`src/rtl/vend_sequencer_if.sv`:
```
// ============================================================================
// Module : vend_sequencer_if
// Coin, selection, dispense and change-hopper signals of the vending sequencer.
// Rev    : 1.0
// ============================================================================
`default_nettype none

interface vend_sequencer_if #(
    parameter int CREDIT_W = 6
);
    logic [1:0]          in;
    logic                sel_valid;
    logic [1:0]          sel;
    logic                cancel;
    logic [3:0]          sold_out;
    logic                disp_ack;
    logic                chg_ack;
    logic                disp_req;
    logic [1:0]          disp_item;
    logic                chg_req;
    logic [1:0]          chg_coin;
    logic [CREDIT_W-1:0] credit;
    logic                coin_reject;
    logic                sel_error;
    logic                fault;
    logic                busy;

    modport master (
        output in, sel_valid, sel, cancel, sold_out, disp_ack, chg_ack,
        input  disp_req, disp_item, chg_req, chg_coin, credit,
               coin_reject, sel_error, fault, busy
    );

    modport slave (
        input  in, sel_valid, sel, cancel, sold_out, disp_ack, chg_ack,
        output disp_req, disp_item, chg_req, chg_coin, credit,
               coin_reject, sel_error, fault, busy
    );
endinterface

`default_nettype wire

```
`src/rtl/vend_sequencer.sv`:
```
// ============================================================================
// Module : vend_sequencer
// Vending-machine sequencer: credit, selection, dispense handshake, change payout.
// Rev    : 1.0
// ============================================================================
`default_nettype none

module vend_sequencer #(
    parameter int CREDIT_W   = 6,
    parameter int MAX_CREDIT = 40,
    parameter int PRICE0     = 3,
    parameter int PRICE1     = 4,
    parameter int PRICE2     = 5,
    parameter int PRICE3     = 7,
    parameter int TIMEOUT    = 255
) (
    input  wire logic       clk,
    input  wire logic       rst,
    vend_sequencer_if.slave bus
);

    typedef enum logic [1:0] {
        S_IDLE     = 2'd0,
        S_CREDIT   = 2'd1,
        S_DISPENSE = 2'd2,
        S_CHANGE   = 2'd3
    } state_t;

    localparam logic [7:0]        C_TIMEOUT_LAST = 8'(TIMEOUT - 1);
    localparam logic [CREDIT_W:0] C_MAX_CREDIT   = (CREDIT_W+1)'(MAX_CREDIT);

    state_t              r_state,       w_state_nxt;
    logic [CREDIT_W-1:0] r_credit,      w_credit_nxt;
    logic                r_disp_req,    w_disp_req_nxt;
    logic [1:0]          r_disp_item,   w_disp_item_nxt;
    logic                r_chg_req,     w_chg_req_nxt;
    logic [1:0]          r_chg_coin,    w_chg_coin_nxt;
    logic [7:0]          r_timer,       w_timer_nxt;
    logic                r_coin_reject, w_coin_reject_nxt;
    logic                r_sel_error,   w_sel_error_nxt;
    logic                r_fault,       w_fault_nxt;
    logic                r_busy;

    logic [CREDIT_W:0]   w_coin_val;
    logic [CREDIT_W:0]   w_coin_sum;
    logic                w_coin_ok;
    logic                w_coin_bad;
    logic [CREDIT_W-1:0] w_eff;
    logic [CREDIT_W-1:0] w_sel_price;
    logic [CREDIT_W-1:0] w_item_price;
    logic                w_sel_ok;
    logic [CREDIT_W-1:0] w_chg_val;

    function automatic logic [CREDIT_W-1:0] price_of(input logic [1:0] idx);
        case (idx)
            2'd0:    price_of = CREDIT_W'(PRICE0);
            2'd1:    price_of = CREDIT_W'(PRICE1);
            2'd2:    price_of = CREDIT_W'(PRICE2);
            default: price_of = CREDIT_W'(PRICE3);
        endcase
    endfunction

    // Largest coin first when paying back change.
    function automatic logic [1:0] coin_for(input logic [CREDIT_W-1:0] amt);
        coin_for = (amt >= CREDIT_W'(2)) ? 2'b10 : 2'b01;
    endfunction

    always_comb begin
        w_coin_val   = (bus.in == 2'b01) ? (CREDIT_W+1)'(1) :
                       (bus.in == 2'b10) ? (CREDIT_W+1)'(2) : '0;
        w_coin_sum   = {1'b0, r_credit} + w_coin_val;
        w_coin_ok    = (w_coin_val != '0) && (w_coin_sum <= C_MAX_CREDIT);
        w_coin_bad   = (bus.in != 2'b00) && !w_coin_ok;
        w_eff        = w_coin_ok ? w_coin_sum[CREDIT_W-1:0] : r_credit;
        w_sel_price  = price_of(bus.sel);
        w_item_price = price_of(r_disp_item);
        w_sel_ok     = !bus.sold_out[bus.sel] && (w_eff >= w_sel_price);
        w_chg_val    = (r_chg_coin == 2'b10) ? CREDIT_W'(2) : CREDIT_W'(1);
    end

    always_comb begin
        w_state_nxt       = r_state;
        w_credit_nxt      = r_credit;
        w_disp_req_nxt    = r_disp_req;
        w_disp_item_nxt   = r_disp_item;
        w_chg_req_nxt     = r_chg_req;
        w_chg_coin_nxt    = r_chg_coin;
        w_timer_nxt       = r_timer;
        w_coin_reject_nxt = 1'b0;
        w_sel_error_nxt   = 1'b0;
        w_fault_nxt       = 1'b0;

        case (r_state)
            S_IDLE, S_CREDIT: begin
                w_coin_reject_nxt = w_coin_bad;
                w_credit_nxt      = w_eff;
                w_state_nxt       = (w_eff != '0) ? S_CREDIT : S_IDLE;
                if (r_state == S_CREDIT && bus.cancel) begin
                    w_state_nxt    = S_CHANGE;
                    w_chg_req_nxt  = 1'b1;
                    w_chg_coin_nxt = coin_for(w_eff);
                end else if (bus.sel_valid) begin
                    if (r_state == S_CREDIT && w_sel_ok) begin
                        w_credit_nxt    = w_eff - w_sel_price;
                        w_disp_req_nxt  = 1'b1;
                        w_disp_item_nxt = bus.sel;
                        w_timer_nxt     = '0;
                        w_state_nxt     = S_DISPENSE;
                    end else begin
                        w_sel_error_nxt = 1'b1;
                    end
                end
            end

            S_DISPENSE: begin
                w_coin_reject_nxt = (bus.in != 2'b00);
                // An acknowledge on the timeout cycle still counts as a successful vend.
                if (bus.disp_ack) begin
                    w_disp_req_nxt = 1'b0;
                    if (r_credit != '0) begin
                        w_state_nxt    = S_CHANGE;
                        w_chg_req_nxt  = 1'b1;
                        w_chg_coin_nxt = coin_for(r_credit);
                    end else begin
                        w_state_nxt = S_IDLE;
                    end
                end else if (r_timer == C_TIMEOUT_LAST) begin
                    w_disp_req_nxt = 1'b0;
                    w_fault_nxt    = 1'b1;
                    w_credit_nxt   = r_credit + w_item_price;
                    w_state_nxt    = S_CHANGE;
                    w_chg_req_nxt  = 1'b1;
                    w_chg_coin_nxt = coin_for(r_credit + w_item_price);
                end else begin
                    w_timer_nxt = r_timer + 8'd1;
                end
            end

            S_CHANGE: begin
                w_coin_reject_nxt = (bus.in != 2'b00);
                if (bus.chg_ack && r_chg_req) begin
                    w_credit_nxt = r_credit - w_chg_val;
                    if (r_credit == w_chg_val) begin
                        w_chg_req_nxt  = 1'b0;
                        w_chg_coin_nxt = 2'b00;
                        w_state_nxt    = S_IDLE;
                    end else begin
                        w_chg_coin_nxt = coin_for(r_credit - w_chg_val);
                    end
                end
            end

            default: w_state_nxt = S_IDLE;
        endcase
    end

    always_ff @(posedge clk or negedge rst) begin
        if (!rst) begin
            r_state       <= S_IDLE;
            r_credit      <= '0;
            r_disp_req    <= 1'b0;
            r_disp_item   <= 2'b00;
            r_chg_req     <= 1'b0;
            r_chg_coin    <= 2'b00;
            r_timer       <= '0;
            r_coin_reject <= 1'b0;
            r_sel_error   <= 1'b0;
            r_fault       <= 1'b0;
            r_busy        <= 1'b0;
        end else begin
            r_state       <= w_state_nxt;
            r_credit      <= w_credit_nxt;
            r_disp_req    <= w_disp_req_nxt;
            r_disp_item   <= w_disp_item_nxt;
            r_chg_req     <= w_chg_req_nxt;
            r_chg_coin    <= w_chg_coin_nxt;
            r_timer       <= w_timer_nxt;
            r_coin_reject <= w_coin_reject_nxt;
            r_sel_error   <= w_sel_error_nxt;
            r_fault       <= w_fault_nxt;
            r_busy        <= (w_state_nxt == S_DISPENSE) || (w_state_nxt == S_CHANGE);
        end
    end

    assign bus.credit      = r_credit;
    assign bus.disp_req    = r_disp_req;
    assign bus.disp_item   = r_disp_item;
    assign bus.chg_req     = r_chg_req;
    assign bus.chg_coin    = r_chg_coin;
    assign bus.coin_reject = r_coin_reject;
    assign bus.sel_error   = r_sel_error;
    assign bus.fault       = r_fault;
    assign bus.busy        = r_busy;

endmodule

`default_nettype wire

```
`src/flat_wrapper.sv`:
```
// flat-port wrapper written by rule: the top's interface ports become plain ports
module vend_sequencer_flat 
#(
    parameter int CREDIT_W   = 6,
    parameter int MAX_CREDIT = 40,
    parameter int PRICE0     = 3,
    parameter int PRICE1     = 4,
    parameter int PRICE2     = 5,
    parameter int PRICE3     = 7,
    parameter int TIMEOUT    = 255
)
  (clk, rst, bus_in, bus_sel_valid, bus_sel, bus_cancel, bus_sold_out, bus_disp_ack, bus_chg_ack, bus_disp_req, bus_disp_item, bus_chg_req, bus_chg_coin, bus_credit, bus_coin_reject, bus_sel_error, bus_fault, bus_busy);
  vend_sequencer_if #(.CREDIT_W(CREDIT_W)) bus_i ();
  input  wire logic clk;
  input  wire logic rst;
  input wire logic [$bits(bus_i.in)-1:0] bus_in;
  input wire logic [$bits(bus_i.sel_valid)-1:0] bus_sel_valid;
  input wire logic [$bits(bus_i.sel)-1:0] bus_sel;
  input wire logic [$bits(bus_i.cancel)-1:0] bus_cancel;
  input wire logic [$bits(bus_i.sold_out)-1:0] bus_sold_out;
  input wire logic [$bits(bus_i.disp_ack)-1:0] bus_disp_ack;
  input wire logic [$bits(bus_i.chg_ack)-1:0] bus_chg_ack;
  output wire logic [$bits(bus_i.disp_req)-1:0] bus_disp_req;
  output wire logic [$bits(bus_i.disp_item)-1:0] bus_disp_item;
  output wire logic [$bits(bus_i.chg_req)-1:0] bus_chg_req;
  output wire logic [$bits(bus_i.chg_coin)-1:0] bus_chg_coin;
  output wire logic [$bits(bus_i.credit)-1:0] bus_credit;
  output wire logic [$bits(bus_i.coin_reject)-1:0] bus_coin_reject;
  output wire logic [$bits(bus_i.sel_error)-1:0] bus_sel_error;
  output wire logic [$bits(bus_i.fault)-1:0] bus_fault;
  output wire logic [$bits(bus_i.busy)-1:0] bus_busy;
  assign bus_i.in = bus_in;
  assign bus_i.sel_valid = bus_sel_valid;
  assign bus_i.sel = bus_sel;
  assign bus_i.cancel = bus_cancel;
  assign bus_i.sold_out = bus_sold_out;
  assign bus_i.disp_ack = bus_disp_ack;
  assign bus_i.chg_ack = bus_chg_ack;
  assign bus_disp_req = bus_i.disp_req;
  assign bus_disp_item = bus_i.disp_item;
  assign bus_chg_req = bus_i.chg_req;
  assign bus_chg_coin = bus_i.chg_coin;
  assign bus_credit = bus_i.credit;
  assign bus_coin_reject = bus_i.coin_reject;
  assign bus_sel_error = bus_i.sel_error;
  assign bus_fault = bus_i.fault;
  assign bus_busy = bus_i.busy;
  vend_sequencer #(.CREDIT_W(CREDIT_W), .MAX_CREDIT(MAX_CREDIT), .PRICE0(PRICE0), .PRICE1(PRICE1), .PRICE2(PRICE2), .PRICE3(PRICE3), .TIMEOUT(TIMEOUT)) u_core (.clk(clk), .rst(rst), .bus(bus_i));
endmodule
```
`config.mk`:
```
export PLATFORM = sky130hd
export DESIGN_NAME = vend_sequencer_flat
export DESIGN_NICKNAME = d
export VERILOG_FILES = /design/src/rtl/vend_sequencer_if.sv /design/src/rtl/vend_sequencer.sv /design/src/flat_wrapper.sv
export SDC_FILE = /design/constraint.sdc
export NUM_CORES = 1
export LEC_CHECK = 0
export ABC_AREA = 1
export BUFFER_PORTS_ARGS = -buffer_cell sky130_fd_sc_hd__buf_2
export CORE_UTILIZATION = 39
export DETAILED_ROUTE_END_ITERATION = 8
export SYNTH_ARGS = -nofsm -noshare
export SYNTH_HDL_FRONTEND = slang
export SYNTH_SLANG_ARGS = --single-unit
export TNS_END_PERCENT = 5
```
`constraint.sdc`:
```
create_clock -name clk -period 3.75 [get_ports clk]
set_input_delay 0.75 -clock clk [delete_from_list [all_inputs] [get_ports clk]]
set_output_delay 0.75 -clock clk [all_outputs]
set_load 0.05 [all_outputs]
```
==> flow_summary.ini <==
[outcome]
status = finished, final reports clean

[logic_synthesis]
async_flop_share_pct = 100
synth_edf_count = 0
synth_seq_cells = 26
avgSynthCellArea_um2 = 6.91
synthFlopType = dfrtp_1
syn_area_um2 = 2570
ys_seq_area_share_pct = 25.3
yosys-top-cells-area = dfrtp_1, nand2_1, ha_1
syn-num-nets = 408
netlist_instances = 372
yosysWarnings = 0
synth_top_area_share_pct = 25.3
synth_area_leader_cell = dfrtp_1
ys_types = 41

[finish]
diodes = 0
layout_common_cells = nand2_1, inv_1, nor2_1
final_common_cell = nand2_1
drive_gt1_share_pct = 24.9
fill_cells = 657
syn2layout_area_growth_pct = 19.6
multiInputGateArea_um2 = 1670
fin_nets = 463
fin_area_um2 = 3070
regArea_um2 = 651

[detailed_routing]
vias = 2494
drt_iter0_markers = 135
post_drt_wl_per_cell_um = 13.2
drt.antenna.violating_nets = 0
drc_errors = 0
drt_wl_total_mm = 6.63
dr.pass1.iters = 5
detail_route.vias_per_cell = 4.96

[placed_design]
dp_slack_ns = -0.225
hpwl_mm = 5.17
place_area_um2 = 2960
gp_congestion = 0.867
port-buffer-count = 29

[run]
max_cap_violations = 0

[die]
rows = 29
initial_core_util_pct = 40.5
core-area_um2 = 6350
io_pins = 30
die_h_um = 83.2
die_x_um = 83.2
dieArea_um2 = 6910

[power_and_ir_drop]
fin_total_pwr_mw = 3.01
p_per_area_nw_per_um2 = 979
power_leakage_nw = 1.60
ir_drop_mv = 0.418

[timing]
setup-violations-final = 0
min_period_over_period_pct = 95.7
worst_slack_ns = 0.160
fin_setup_tns_ns = 0
tightestPinTransition_ns = 0.598
hold_viol = 0
maxSlewViolCount = 0
fmax_ghz = 0.279
relSlewSlack_pct = 60.2
whs_ns = 0.451
period_needed_ns = 3.59
fin_skew_ns = 0.00939

[setup_path]
cp_slowest_cell = fa_2
crit_type = in2reg
crit_required_ns = 3.96
start_kind = primary input
cp-end-kind = flop
max_stage_delay_ns = 0.55
cp_data_arrival_time_ns = 3.80
crit_top_cell = nand2_2
cp_max_fo = 8

[clocking]
cts.clk_slew.worst_paths_ns = 0.11
clock-sinks = 26
cts_inserted_buffers = 3
root_buffer = clkbuf_8
clockBufferDepth = 2
clock_latency_ns = 0.29
cts_tree = built
cts_max_level = 1
hold_buffers = 0

[grt]
first_global_vias = 2322
grt_overflow = 0
grt_pass1_wl_mm = 11.1
grt_usage_pct = 19.7
grt_max_degree = 27
antenna_found_initial = 0

[min_path]
hold_path_class = in2async
-- cells in the mapped netlist (3+ instances only) --
cell type,instances
nand2_4,3
nand2_1,88
nand2_2,10
ha_1,19
fa_1,3
nor2_1,41
buf_6,3
a211oi_1,4
o21ai_0,8
nor3_1,5
dfrtp_1,26
a21oi_1,15
nand4_1,8
nand3_1,24
xor2_1,11
xnor2_1,3
inv_1,63
nor2_2,4
o21ai_1,5
-- kinds of logic after synthesis --
family | after synthesis | synth area share (%)
AO/OA/AOI/OAI | 44 | 11.1
AND/OR/NAND/NOR | 195 | 35.6
XOR/XNOR | 14 | 4.77
flip-flops | 26 | 25.3
adder cells (fa/ha/maj) | 22 | 11.6
buffers and inverters | 71 | 11.7
-- stage by stage --
stage | instances | utilization [%]
after global placement | 496 | 46.5
final | 503 | 48.4
after CTS | 500 | 47.4
after floorplan | 372 | -
after detailed placement | 496 | 46.5
after global routing | 503 | 48.4
-- worst max-delay path: cells and delay by family --
family	cells	cell delay (ns)
compound gates	3	0.43
simple gates	14	1.07
buf+inv	7	0.46
fa+ha+maj	4	1.07
-- report_power, final --
part | switching [mW] | internal (mW) | leakage (nW) | total, mW
sequential | 0.134 | 0.373 | 0.322 | 0.507
clock | 0.103 | 0.0944 | 0.0288 | 0.197
combinational | 1.47 | 0.834 | 1.25 | 2.30
-- layout make-up --
| cell class | count | area share [%] |
|---|---|---|
| clock buffer | 4 | 1.79 |
| multi-input combinational | 276 | 54.5 |
| timing repair buffer | 56 | 11.3 |
| sequential | 26 | 21.2 |
| inverter | 64 | 8.07 |
| tap | 77 | 3.14 |
-- final timing paths --
kind,from,to,slack (ns),cells past startpoint
setup reg to reg,u_core.bus.credit[0],u_core.r_timer[5],0.45,25
min in group clk,u_core.bus.disp_req,u_core.bus.disp_req,0.48,2
max in group asynchronous,rst,u_core.bus.sel_error,2.89,1
hold / removal,rst,u_core.bus.coin_reject,0.45,1
hold reg to reg,u_core.bus.disp_req,u_core.bus.disp_req,0.48,2
setup / recovery,bus_in[1],u_core.r_timer[5],0.16,28
-- timing repair --
action	4_1_cts	5_1_grt
setup buffers	0	2
gates resized for setup	0	17
endpoints found under the setup margin	0	20
-- sequential cells by signal, indices dropped and copies added, names as in the netlist --
signal	flops
u_core.bus.chg_coin	2
u_core.bus.fault	1
u_core.r_timer	8
u_core.bus.credit	6
u_core.bus.disp_item	2
u_core.bus.disp_req	1
u_core.bus.sel_error	1
u_core.bus.chg_req	1
u_core.bus.coin_reject	1
u_core.bus.busy	1
u_core.r_state	2
-- layer usage --
layer | GRT usage (%) | vias to the layer above | wire length, um
met1 | 29.6 | 1123 | 3330
li1 | - | 1299 | -
met5 | 0 | - | 0
met4 | 2.19 | 0 | 19
met3 | 4.08 | 4 | 381
met2 | 29.8 | 68 | 2900
Power figures use the tool's default switching activity.
